$ cat config.mk
export PLATFORM = sky130hd
export DESIGN_NAME = counter_pulse_ctrl_flat
export DESIGN_NICKNAME = d
export VERILOG_FILES = /design/src/rtl/counter_pulse_ctrl_if.sv /design/src/rtl/counter_pulse_ctrl.sv /design/src/flat_wrapper.sv
export SDC_FILE = /design/constraint.sdc
export NUM_CORES = 1
export LEC_CHECK = 0
export CELL_PAD_IN_SITES_DETAIL_PLACEMENT = 1
export CELL_PAD_IN_SITES_GLOBAL_PLACEMENT = 2
export CORE_MARGIN = 2
export CORE_UTILIZATION = 41
export CTS_BUF_LIST = sky130_fd_sc_hd__clkbuf_4
export DETAILED_ROUTE_END_ITERATION = 7
export PLACE_DENSITY = 0.93
export SYNTH_ARGS = -nofsm -noshare
export SYNTH_HDL_FRONTEND = slang
export SYNTH_SLANG_ARGS = --single-unit
$ cat constraint.sdc
create_clock -name clk -period 4.7 [get_ports clk]
set_input_delay 0.94 -clock clk [delete_from_list [all_inputs] [get_ports clk]]
set_output_delay 0.94 -clock clk [all_outputs]
set_load 0.05 [all_outputs]
$ cat src/rtl/counter_pulse_ctrl_if.sv
// Purpose: control/status bundle between board logic, the cascaded counter and counter_pulse_ctrl.
// Latency: none (wires only).
// Backpressure: none; start is a level request sampled by the sequencer only when idle.
//
// Signals: start/abort request and cancel, div pulse spacing, len pulse count,
// q counter read-back, cin increment pulse, busy/done/err/wrapped status.
interface counter_pulse_ctrl_if #(
    parameter int DIV_W = 16
);
    logic             start;
    logic             abort;
    logic [DIV_W-1:0] div;
    logic [7:0]       len;
    logic [7:0]       q;
    logic             cin;
    logic             busy;
    logic             done;
    logic             err;
    logic             wrapped;

    // master: board control plus counter read-back; slave: the sequencer
    modport master (
        output start, abort, div, len, q,
        input  cin, busy, done, err, wrapped
    );

    modport slave (
        input  start, abort, div, len, q,
        output cin, busy, done, err, wrapped
    );
endinterface

$ cat src/rtl/counter_pulse_ctrl.sv
// Purpose: issues len cin pulses spaced div+1 clocks apart, then verifies q advanced by len (mod 256).
// Latency: start-to-done is 3 + (len-1)(div+1) + SETTLE cycles for len>0, SETTLE+2 for len=0.
// Backpressure: start is ignored (not queued) while busy; abort cancels any active sequence at once.
//
// Ports: clk, rst_n (async, active low), bus (slave modport of counter_pulse_ctrl_if).
// Outputs: cin registered pulse, busy = LOAD..CHECK, done = CHECK cycle, err/wrapped sticky until next start.
module counter_pulse_ctrl #(
    parameter int DIV_W  = 16,
    parameter int SETTLE = 2
) (
    input  logic                 clk,
    input  logic                 rst_n,
    counter_pulse_ctrl_if.slave  bus
);
    localparam logic [2:0] S_IDLE   = 3'd0;
    localparam logic [2:0] S_LOAD   = 3'd1;
    localparam logic [2:0] S_RUN    = 3'd2;
    localparam logic [2:0] S_SETTLE = 3'd3;
    localparam logic [2:0] S_CHECK  = 3'd4;

    localparam logic [3:0] SETTLE_LAST = 4'(SETTLE - 1);

    logic [2:0]       state, state_n;
    logic [DIV_W-1:0] div_l;
    logic [DIV_W-1:0] ps, ps_n;
    logic [7:0]       len_l;
    logic [7:0]       pc, pc_n;
    logic [3:0]       sc, sc_n;
    logic [7:0]       base;
    logic [7:0]       q_prev;
    logic [7:0]       expect_q;
    logic             cin_r;
    logic             err_r;
    logic             wrapped_r;
    logic             accept;
    logic             active;

    assign accept   = (state == S_IDLE) && bus.start && !bus.abort;
    assign active   = (state == S_RUN) || (state == S_SETTLE);
    // 8-bit add, carry dropped: expected value wraps exactly like the counter
    assign expect_q = base + len_l;

    always_comb begin
        state_n = state;
        ps_n    = ps;
        pc_n    = pc;
        sc_n    = sc;
        case (state)
            S_IDLE: begin
                if (accept) begin
                    state_n = S_LOAD;
                end
            end
            S_LOAD: begin
                ps_n    = '0;
                pc_n    = len_l;
                sc_n    = '0;
                state_n = (len_l == 8'd0) ? S_SETTLE : S_RUN;
            end
            S_RUN: begin
                if (ps == '0) begin
                    pc_n = pc - 8'd1;
                    ps_n = div_l;
                    // the pulse that empties pc is this cycle's pulse
                    if (pc == 8'd1) begin
                        state_n = S_SETTLE;
                        sc_n    = '0;
                    end
                end else begin
                    ps_n = ps - DIV_W'(1);
                end
            end
            S_SETTLE: begin
                if (sc == SETTLE_LAST) begin
                    state_n = S_CHECK;
                end else begin
                    sc_n = sc + 4'd1;
                end
            end
            S_CHECK: begin
                state_n = S_IDLE;
            end
            default: begin
                state_n = S_IDLE;
            end
        endcase
        if (bus.abort && (state != S_IDLE)) begin
            state_n = S_IDLE;
        end
    end

    always_ff @(posedge clk or negedge rst_n) begin
        if (!rst_n) begin
            state     <= S_IDLE;
            div_l     <= '0;
            ps        <= '0;
            len_l     <= '0;
            pc        <= '0;
            sc        <= '0;
            base      <= '0;
            q_prev    <= '0;
            cin_r     <= 1'b0;
            err_r     <= 1'b0;
            wrapped_r <= 1'b0;
        end else begin
            state  <= state_n;
            ps     <= ps_n;
            pc     <= pc_n;
            sc     <= sc_n;
            q_prev <= bus.q;
            // cin is registered from next-state values so it is high during
            // exactly those RUN cycles in which the prescaler reads zero
            cin_r  <= (state_n == S_RUN) && (ps_n == '0);

            if (accept) begin
                div_l     <= bus.div;
                len_l     <= bus.len;
                err_r     <= 1'b0;
                wrapped_r <= 1'b0;
            end
            if (state == S_LOAD) begin
                base <= bus.q;
            end
            // an abort leaves err and wrapped untouched
            if ((state == S_CHECK) && !bus.abort) begin
                err_r <= (bus.q != expect_q);
            end
            if (active && !bus.abort && (q_prev == 8'hFF) && (bus.q == 8'h00)) begin
                wrapped_r <= 1'b1;
            end
        end
    end

    assign bus.cin     = cin_r;
    assign bus.busy    = (state != S_IDLE);
    assign bus.done    = (state == S_CHECK) && !bus.abort;
    assign bus.err     = err_r;
    assign bus.wrapped = wrapped_r;
endmodule

$ cat src/flat_wrapper.sv
// flat-port wrapper written by rule: the top's interface ports become plain ports
module counter_pulse_ctrl_flat 
#(
    parameter int DIV_W  = 16,
    parameter int SETTLE = 2
)
  (clk, rst_n, bus_start, bus_abort, bus_div, bus_len, bus_q, bus_cin, bus_busy, bus_done, bus_err, bus_wrapped);
  counter_pulse_ctrl_if #(.DIV_W(DIV_W)) bus_i ();
  input  logic clk;
  input  logic rst_n;
  input wire logic [$bits(bus_i.start)-1:0] bus_start;
  input wire logic [$bits(bus_i.abort)-1:0] bus_abort;
  input wire logic [$bits(bus_i.div)-1:0] bus_div;
  input wire logic [$bits(bus_i.len)-1:0] bus_len;
  input wire logic [$bits(bus_i.q)-1:0] bus_q;
  output wire logic [$bits(bus_i.cin)-1:0] bus_cin;
  output wire logic [$bits(bus_i.busy)-1:0] bus_busy;
  output wire logic [$bits(bus_i.done)-1:0] bus_done;
  output wire logic [$bits(bus_i.err)-1:0] bus_err;
  output wire logic [$bits(bus_i.wrapped)-1:0] bus_wrapped;
  assign bus_i.start = bus_start;
  assign bus_i.abort = bus_abort;
  assign bus_i.div = bus_div;
  assign bus_i.len = bus_len;
  assign bus_i.q = bus_q;
  assign bus_cin = bus_i.cin;
  assign bus_busy = bus_i.busy;
  assign bus_done = bus_i.done;
  assign bus_err = bus_i.err;
  assign bus_wrapped = bus_i.wrapped;
  counter_pulse_ctrl #(.DIV_W(DIV_W), .SETTLE(SETTLE)) u_core (.clk(clk), .rst_n(rst_n), .bus(bus_i));
endmodule
Word level (Yosys, flattened, before mapping)
Index checks and enable logic that the tools add are counted.
{"block": "word_totals", "register_bits": 74, "input_bits": 36, "output_inout_bits": 5, "elab_cells": 67}
{"block": "classes", "add_sub_neg": 4, "eq_ne": 12, "mux": 18, "reduce_logical": 22}
{"operator": "16-bit logical NOT", "count": 2}
{"operator": "16-bit case mux with 2 select lines", "count": 1}
{"operator": "8-bit logical NOT", "count": 2}
{"operator": "16-bit two-way mux", "count": 1}
{"operator": "8-bit case mux with 2 select lines", "count": 1}
{"operator": "16-bit by 1-bit subtractor with 16-bit output (second input constant)", "count": 1}
{"operator": "3-bit two-way mux", "count": 5}
{"operator": "4-bit two-way mux", "count": 3}
{"operator": "3-bit case mux with 4 select lines", "count": 1}
{"operator": "4-bit case mux with 3 select lines", "count": 1}
{"operator": "3-bit by 2-bit == test with 1-bit output (second input constant)", "count": 3}
{"operator": "8-bit adder", "count": 1}
{"operator": "8-bit by 1-bit == test with 1-bit output (second input constant)", "count": 1}
{"operator": "8-bit == test (second input constant)", "count": 1}
{"operator": "1-bit logical AND", "count": 8}
{"operator": "8-bit two-way mux", "count": 1}
{"operator": "8-bit != test", "count": 1}
{"operator": "8-bit by 1-bit subtractor with 8-bit output (second input constant)", "count": 1}
{"operator": "2-bit != test (second input constant)", "count": 3}
{"operator": "2-bit nonzero test", "count": 3}
{"operator": "3-bit nonzero test", "count": 2}
{"operator": "4-bit by 1-bit adder with 4-bit output (second input constant)", "count": 1}
{"operator": "4-bit by 1-bit == test with 1-bit output (second input constant)", "count": 1}
{"operator": "1-bit two-way mux", "count": 4}
{"operator": "other kinds (7)", "count": 7}

Logic depth before layout (Yosys ltp)
Gate-level depths: netlist of the first run.
{"block": "logic_depth", "ltp_word": 8, "depth_mapped": 10, "mapped_depth_nobuf": 10}

Worst setup path before layout of the first run
No wires, ideal clock.
{"block": "synth_timing", "path_type": "input-to-output", "start": "in bus_abort", "end": "out bus_done", "arrival_time_ps": 2522, "required_ps": 3760, "setup_slack_ps": 1238, "cell_stages": 1, "n_path_buf": 0, "path_cell_list": "nor4_1"}
{"block": "synth_via", "elab_chain_cells": 2}
{"element": "from (decl)", "line_no": "flat_wrapper.sv:12", "rtl": "input wire logic [$bits(bus_i.abort)-1:0] bus_abort;"}
{"element": "1-bit logical NOT", "line_no": "counter_pulse_ctrl.sv:136", "rtl": "assign bus.done = (state == S_CHECK) && !bus.abort;"}
{"element": "1-bit logical AND", "line_no": "counter_pulse_ctrl.sv:136"}
{"element": "to (decl)", "line_no": "flat_wrapper.sv:18", "rtl": "output wire logic [$bits(bus_i.done)-1:0] bus_done;"}
Every way passes these cells.

Worst setup path in the final report of the first run
Same ends and word-level chain as after synthesis.

==> run metrics, run 1 <==
clock slew at the register clock pins of the worst setup and hold paths=110 ps; overall power after layout=2.85 mW; Detail Route Antenna Nets=0; highest-count cells in the layout ignoring fill and taps=dfrtp_1, nand2_1, clkdlybuf4s50_1; layout cells sized above 1=15.0%; area growth from synthesis to layout=16.6%; period utilization=75.5%; leading cell type in the layout, fill and taps excluded=dfrtp_1; Netlist Area Pre-Place=0.00407 sq mm; number of buffers on the longest clock path=2; Clock Skews=14.8 ps; Placement Rows=36; number of synthesized flops with an enable pin=0; total instance count after detailed placement=566; top flip-flop cell by instance count after synthesis=dfrtp_1; routed metal-1 wire length=4630 microns; net count after synthesis=456; total via count in the routed design=3300; cells along the critical path=clkdlybuf4s50_1 -> nor4_1 -> buf_4 -> clkdlybuf4s50_1; category of the worst setup path launch point=input pin; routed length on met2=5510 microns; cell depth of the worst setup path=4; post-route non-filler standard cell count=581; most common cell type on the critical path=clkdlybuf4s50_1; total routing usage reported by global routing=20.7%; via density per instance=5.68; effective utilization at floorplan=42.0%; clock net sink count=74; CTS Root Cell=clkbuf_4; Chip Width=104 microns; number of hold violations in the final report=0; DR DRC count=0; delay of the slowest cell on the worst path=790 ps; CTS resizes=0; last weighted congestion value of the routability-driven placer=0.787; number of nets in the layout=494; crit-path max FO=6; Critical Path Slowest Stage Cell=clkdlybuf4s50_1; number of buffers inserted to repair setup after CTS=0; count of hold-fix buffers inserted at cts=0; critical path start-end classification=in -> out; max-cap check violation count=0; number of synthesized register bits=74; sequential cell area fraction in the yosys report=45.5%; GRT Residual Overflow=0; Die Outline Area=0.0107 sq mm; unrepaired setup endpoints after global routing=false; maximum ir drop on the vdd rail=243 uV; number of detailed-routing iterations run before antenna repair=4; total setup violations reported at the end of the flow=0; LEAKAGE=1.97 nW; HPWL Detailed=7650 microns; number of antenna violations at the first check in global routing=0; largest net degree at the start of global routing=75; Syn. warnings=0; Clock H-tree levels=3; depth of the worst register-to-register path=6; crit path DAT=2610 ps; clk_lat worst skew=430 ps; number of buffers and inverters on the critical path=3; number of pins with negative max-slew slack in the final report=0; slew of the pin with the lowest slew margin=973 ps; Pwr Density=601 mW/mm^2; Met3 Routed Length=284 microns; IO Count=41; distinct cell type count after synthesis=67; final wirelength=10600 microns; setup TNS=0 ps; Hold Worst Slack=495 ps; Peak Freq=282 MHz; initial DRC count=124; first-pass GRT wire length=17900 microns; count of input and output buffers=40; required time of the worst setup path=3760 ps; Std-Cell Core Area=0.00968 sq mm; relative slew slack=35.1%; Hold Path Class=reg -> reg; via count of the first global-routing pass=3558; TritonCTS clock tree=yes; run status=completed; Avg WL per Cell=18.3 microns; Vert. Die Dim=104 microns; antenna diode count=0; Cells on Worst Hold Path=1; post-synthesis area per instance=10.0 sq um; kind of end point of the critical path=output pin; Max Used Layer=met4; final critical-path required period=3550 ps; CTS buffer count=9; post-synthesis async set-or-reset flop share=100%; critical path's top delay family=buffers and inverters; number of standard cells after synthesis=406
[cell families after synthesis]
family / synth area share [%]
xor gates and xnor gates: 3.01
DFF: 45.5
and+or+nand+nor: 21.3
buffers and inverters: 3.51
adders and majority gates: 4.49
AOI/OAI and AO/OA: 15.1
muxes: 7.14
[flip-flops by register name, indices dropped and copies added (netlist names), 3 cells and up]
name,count
u_core.div_l,16
u_core.ps,16
u_core.base,8
u_core.len_l,8
u_core.pc,8
u_core.q_prev,8
u_core.sc,4
u_core.state,3
[stage by stage]
step	cell area [sq um]	worst slack, ps	util (%)
CTS	4740	1120	49.0
floorplan	4070	1240	-
detailed placement	4570	1140	47.2
global route	4740	1070	49.0
global placement	4570	1150	47.2
finish	4740	1150	49.0
[final timing paths]
path,startpoint,endpoint,slack [ps]
setup / recovery,bus_abort,bus_done,1150
max in group asynchronous,rst_n,u_core.base[7],3400
hold / removal,u_core.sc[3],u_core.sc[3],490
setup reg to reg,u_core.state[1],u_core.bus.cin,1660
hold reg to reg,u_core.sc[3],u_core.sc[3],490
min in group asynchronous,rst_n,u_core.base[1],640
[layout make-up]
class,instances,area [sq um]
sequential,74,1850
clock inverter,6,106
multi-input combinational,302,2070
tap,133,166
fill,1082,4940
clock buffer,9,67.6
inverter,13,48.8
timing repair buffer,44,428
[synth_stat cells (3+ instances only)]
cell type   n  area (sq um)
clkbuf_1    7          26.3
inv_1      12          45.0
buf_2       6          30.0
xor2_1      5          43.8
mux2_2     24           270
a31oi_1     5          31.3
nor4_1     14          87.6
o2bb2ai_1   3          26.3
o21ai_1     3          15.0
nand2_1    44           165
a21oi_1    22           110
nor2_1     19          71.3
xnor2_1     9          78.8
nand3_1    15          75.1
nand4_1     4          25.0
nand3b_1    3          22.5
o31ai_1     7          52.6
nor3_1      9          45.0
a22oi_1     3          22.5
ha_1       13           163
o21ai_0    29           145
nor3b_1     3          22.5
o211ai_1    6          45.0
dfrtp_1    74          1850
or3_1       3          18.8
nand2b_1    9          56.3
[worst register-to-register path: cells and delay by family (launching register included)]
kind	cells	cell delay (ps)
compound gates	2	530
simple gates	4	1880
flops	1	560
[power by group]
part | total (mW) | switching, mW | internal, mW
Clock | 0.494 | 0.231 | 0.264
Combinational | 1.31 | 0.763 | 0.550
Sequential | 1.04 | 0.216 | 0.826
Total | 2.85 | 1.21 | 1.64
[metal layers]
metal / vias to the layer above / GRT usage (%)
met5: - / 0
met4: 0 / 6.56
met3: 16 / 2.77
met2: 57 / 36.5
met1: 1672 / 26.3
li1: 1555 / -
No activity file was read; power rests on OpenSTA's default activity.
==> run 2: changes to the inputs <==
--- a/config.mk
+++ b/config.mk
@@ -8,10 +8,10 @@
 export CELL_PAD_IN_SITES_DETAIL_PLACEMENT = 1
 export CELL_PAD_IN_SITES_GLOBAL_PLACEMENT = 2
 export CORE_MARGIN = 2
-export CORE_UTILIZATION = 41
+export CORE_UTILIZATION = 34
 export CTS_BUF_LIST = sky130_fd_sc_hd__clkbuf_4
 export DETAILED_ROUTE_END_ITERATION = 7
-export PLACE_DENSITY = 0.93
+export PLACE_DENSITY = 0.83
 export SYNTH_ARGS = -nofsm -noshare
 export SYNTH_HDL_FRONTEND = slang
 export SYNTH_SLANG_ARGS = --single-unit
==> constraint.sdc (replaced) <==
create_clock -name clk -period 2.95 [get_ports clk]
set_input_delay 0.59 -clock clk [delete_from_list [all_inputs] [get_ports clk]]
set_output_delay 0.59 -clock clk [all_outputs]
set_load 0.05 [all_outputs]
==> run 2 against run 1 <==
Net effect:
- non-clock buffer count rose by 4
- sequential share of layout area fell by 0.71 points
- power rose by 64%
- largest power group unchanged
==> run metrics, run 2 (same netlist as run 1, synthesis figures left out) <==
Std-Cell Core Area=0.0116 sq mm (+19%); period utilization=93.4%; Peak Freq=363 MHz; layout cells sized above 1=16.6% (+1.6 points); total setup violations reported at the end of the flow=0 (unchanged); maximum ir drop on the vdd rail=378 uV (+56%); number of nets in the layout=498 (+0.81%); crit path DAT=3120 ps (+510 ps); CTS Root Cell=clkbuf_4; area growth from synthesis to layout=18.7%; antenna diode count=0 (unchanged); number of hold violations in the final report=0 (unchanged); cells along the critical path=inv_1 -> ha_1 -> nor4b_4 -> and2_4 -> nand2_2 -> a31oi_1 -> o22ai_1 -> or4b_1 -> nor4_2; DR DRC count=0 (unchanged); critical path's top delay family=simple AND/OR/NAND/NOR gates; number of buffers and inverters on the critical path=1 (-2); required time of the worst setup path=3320 ps (-440 ps); Placement Rows=39 (+8.3%); GRT Residual Overflow=0 (unchanged); Vert. Die Dim=113 microns (+9.4%); Chip Width=113 microns (+9.4%); category of the worst setup path launch point=flop; launch point of the worst reg-to-reg path=u_core.ps[0]; clock slew at the register clock pins of the worst setup and hold paths=120 ps (about the same); critical path start-end classification=reg -> reg; count of input and output buffers=40 (unchanged); number of buffers inserted to repair setup after CTS=0 (unchanged); CTS buffer count=9 (unchanged); Hold Path Class=in -> async; HPWL Detailed=8030 microns (+5.0%); Clock H-tree levels=3 (unchanged); clock net sink count=74 (unchanged); Detail Route Antenna Nets=0 (unchanged); Avg WL per Cell=19.0 microns (+4.2%); LEAKAGE=2.00 nW (+1.7%); worst-case setup slack after placement=204 ps (-931 ps); last weighted congestion value of the routability-driven placer=0.820 (+4.1%); unrepaired setup endpoints after global routing=false; registers with the highest flip-flop counts=u_core.div_l: 16 flops, u_core.ps: 16 flops; Critical Path Slowest Stage Cell=or4b_1; first-pass GRT wire length=18600 microns (+4.1%); delay of the slowest cell on the worst path=530 ps (-260 ps); initial DRC count=138 (+11%); number of buffers on the longest clock path=2 (unchanged); leading cell type in the layout, fill and taps excluded=dfrtp_1; number of detailed-routing iterations run before antenna repair=4 (unchanged); total via count in the routed design=3349 (+1.5%); setup TNS=0 ps (unchanged); number of antenna violations at the first check in global routing=0 (unchanged); largest net degree at the start of global routing=75 (unchanged); highest-count cells in the layout ignoring fill and taps=dfrtp_1, nand2_1, clkdlybuf4s50_1; Pwr Density=967 mW/mm^2 (+61%); total routing usage reported by global routing=18.5% (-2.2 points); clk_lat worst skew=470 ps (+40 ps); TritonCTS clock tree=yes; Die Outline Area=0.0129 sq mm (+20%); final wirelength=11300 microns (+6.8%); max-cap check violation count=0 (unchanged); final critical-path required period=2760 ps; slew of the pin with the lowest slew margin=978 ps (+4.64 ps); number of pins with negative max-slew slack in the final report=0 (unchanged); relative slew slack=34.8% (-0.31 points); crit-path max FO=11 (+5); worst setup slack after layout=194 ps (-957 ps); Clock Skews=27.6 ps (+12.8 ps); via density per instance=5.62 (-1.1%); worst reg-to-reg setup slack=190 ps (-1470 ps); IO Count=41 (unchanged); kind of end point of the critical path=flop; via count of the first global-routing pass=3547 (-0.31%); effective utilization at floorplan=35.2% (-6.8 points); depth of the worst register-to-register path=9 (+3); destination of the worst register-to-register timing path=u_core.bus.cin; run status=completed
run 2: routing by layer:
| metal | wire length, microns | vias up | global-route usage [%] |
|---|---|---|---|
| met1 | 4980 | 1693 | 23.0 |
| li1 | - | 1574 | - |
| met4 | 208 | 0 | 5.20 |
| met5 | 0 | - | 0 |
| met3 | 495 | 17 | 4.94 |
| met2 | 5660 | 65 | 31.8 |
run 2: worst reg2reg max path, cell delays in order, from the launching register on:
cell and delay, ps:
dfrtp_1 440, inv_1 120, ha_1 200, nor4b_4 310, and2_4 290, nand2_2 170
a31oi_1 210, o22ai_1 120, or4b_1 530, nor4_2 270
run 2: where the power goes:
part | internal [mW] | switching [mW] | total (mW)
Sequential | 1.32 | 0.346 | 1.66
Combinational | 0.929 | 1.27 | 2.19
Clock | 0.427 | 0.388 | 0.815
Total | 2.67 | 2.00 | 4.67
run 2: worst max-delay path by stage:
stage	startpoint	end	slack [ps]	cells past startpoint
after detailed placement	u_core.ps[0]	u_core.bus.cin	200	10
after floorplan	u_core.state[2]	u_core.bus.err	2	8
after global routing	u_core.ps[0]	u_core.bus.cin	7	10
final	u_core.ps[0]	u_core.bus.cin	190	9
after global placement	bus_abort	u_core.bus.cin	240	5
after CTS	u_core.ps[0]	u_core.bus.cin	120	10
run 2: repair_timing:
| action | 4_1_cts | 5_1_grt |
|---|---|---|
| hold buffers | 0 | 0 |
| setup endpoints to repair | 0 | 1 |
| gates resized for setup | 0 | 5 |
run 2: final cells by class:
class / count / area [sq um]
flip-flops and latches: 74 / 1850
well taps: 143 / 179
fillers: 1332 / 6740
repair buffers: 48 / 468
inverters: 13 / 48.8
clock buffers: 9 / 67.6
multi-input cells: 302 / 2100
clock inverters: 7 / 118
run 2: stage by stage:
step	hold slack, ps	area [sq um]	total power [mW]	cells	util (%)
6_report	285	4830	4.67	596	41.8
5_1_grt	336	4830	5.02	596	41.8
4_1_cts	290	4810	4.65	596	41.6
3_5_place_dp	476	4620	3.79	580	40.0
3_3_place_gp	462	4620	3.72	580	40.0
2_1_floorplan	294	4070	3.19	406	-
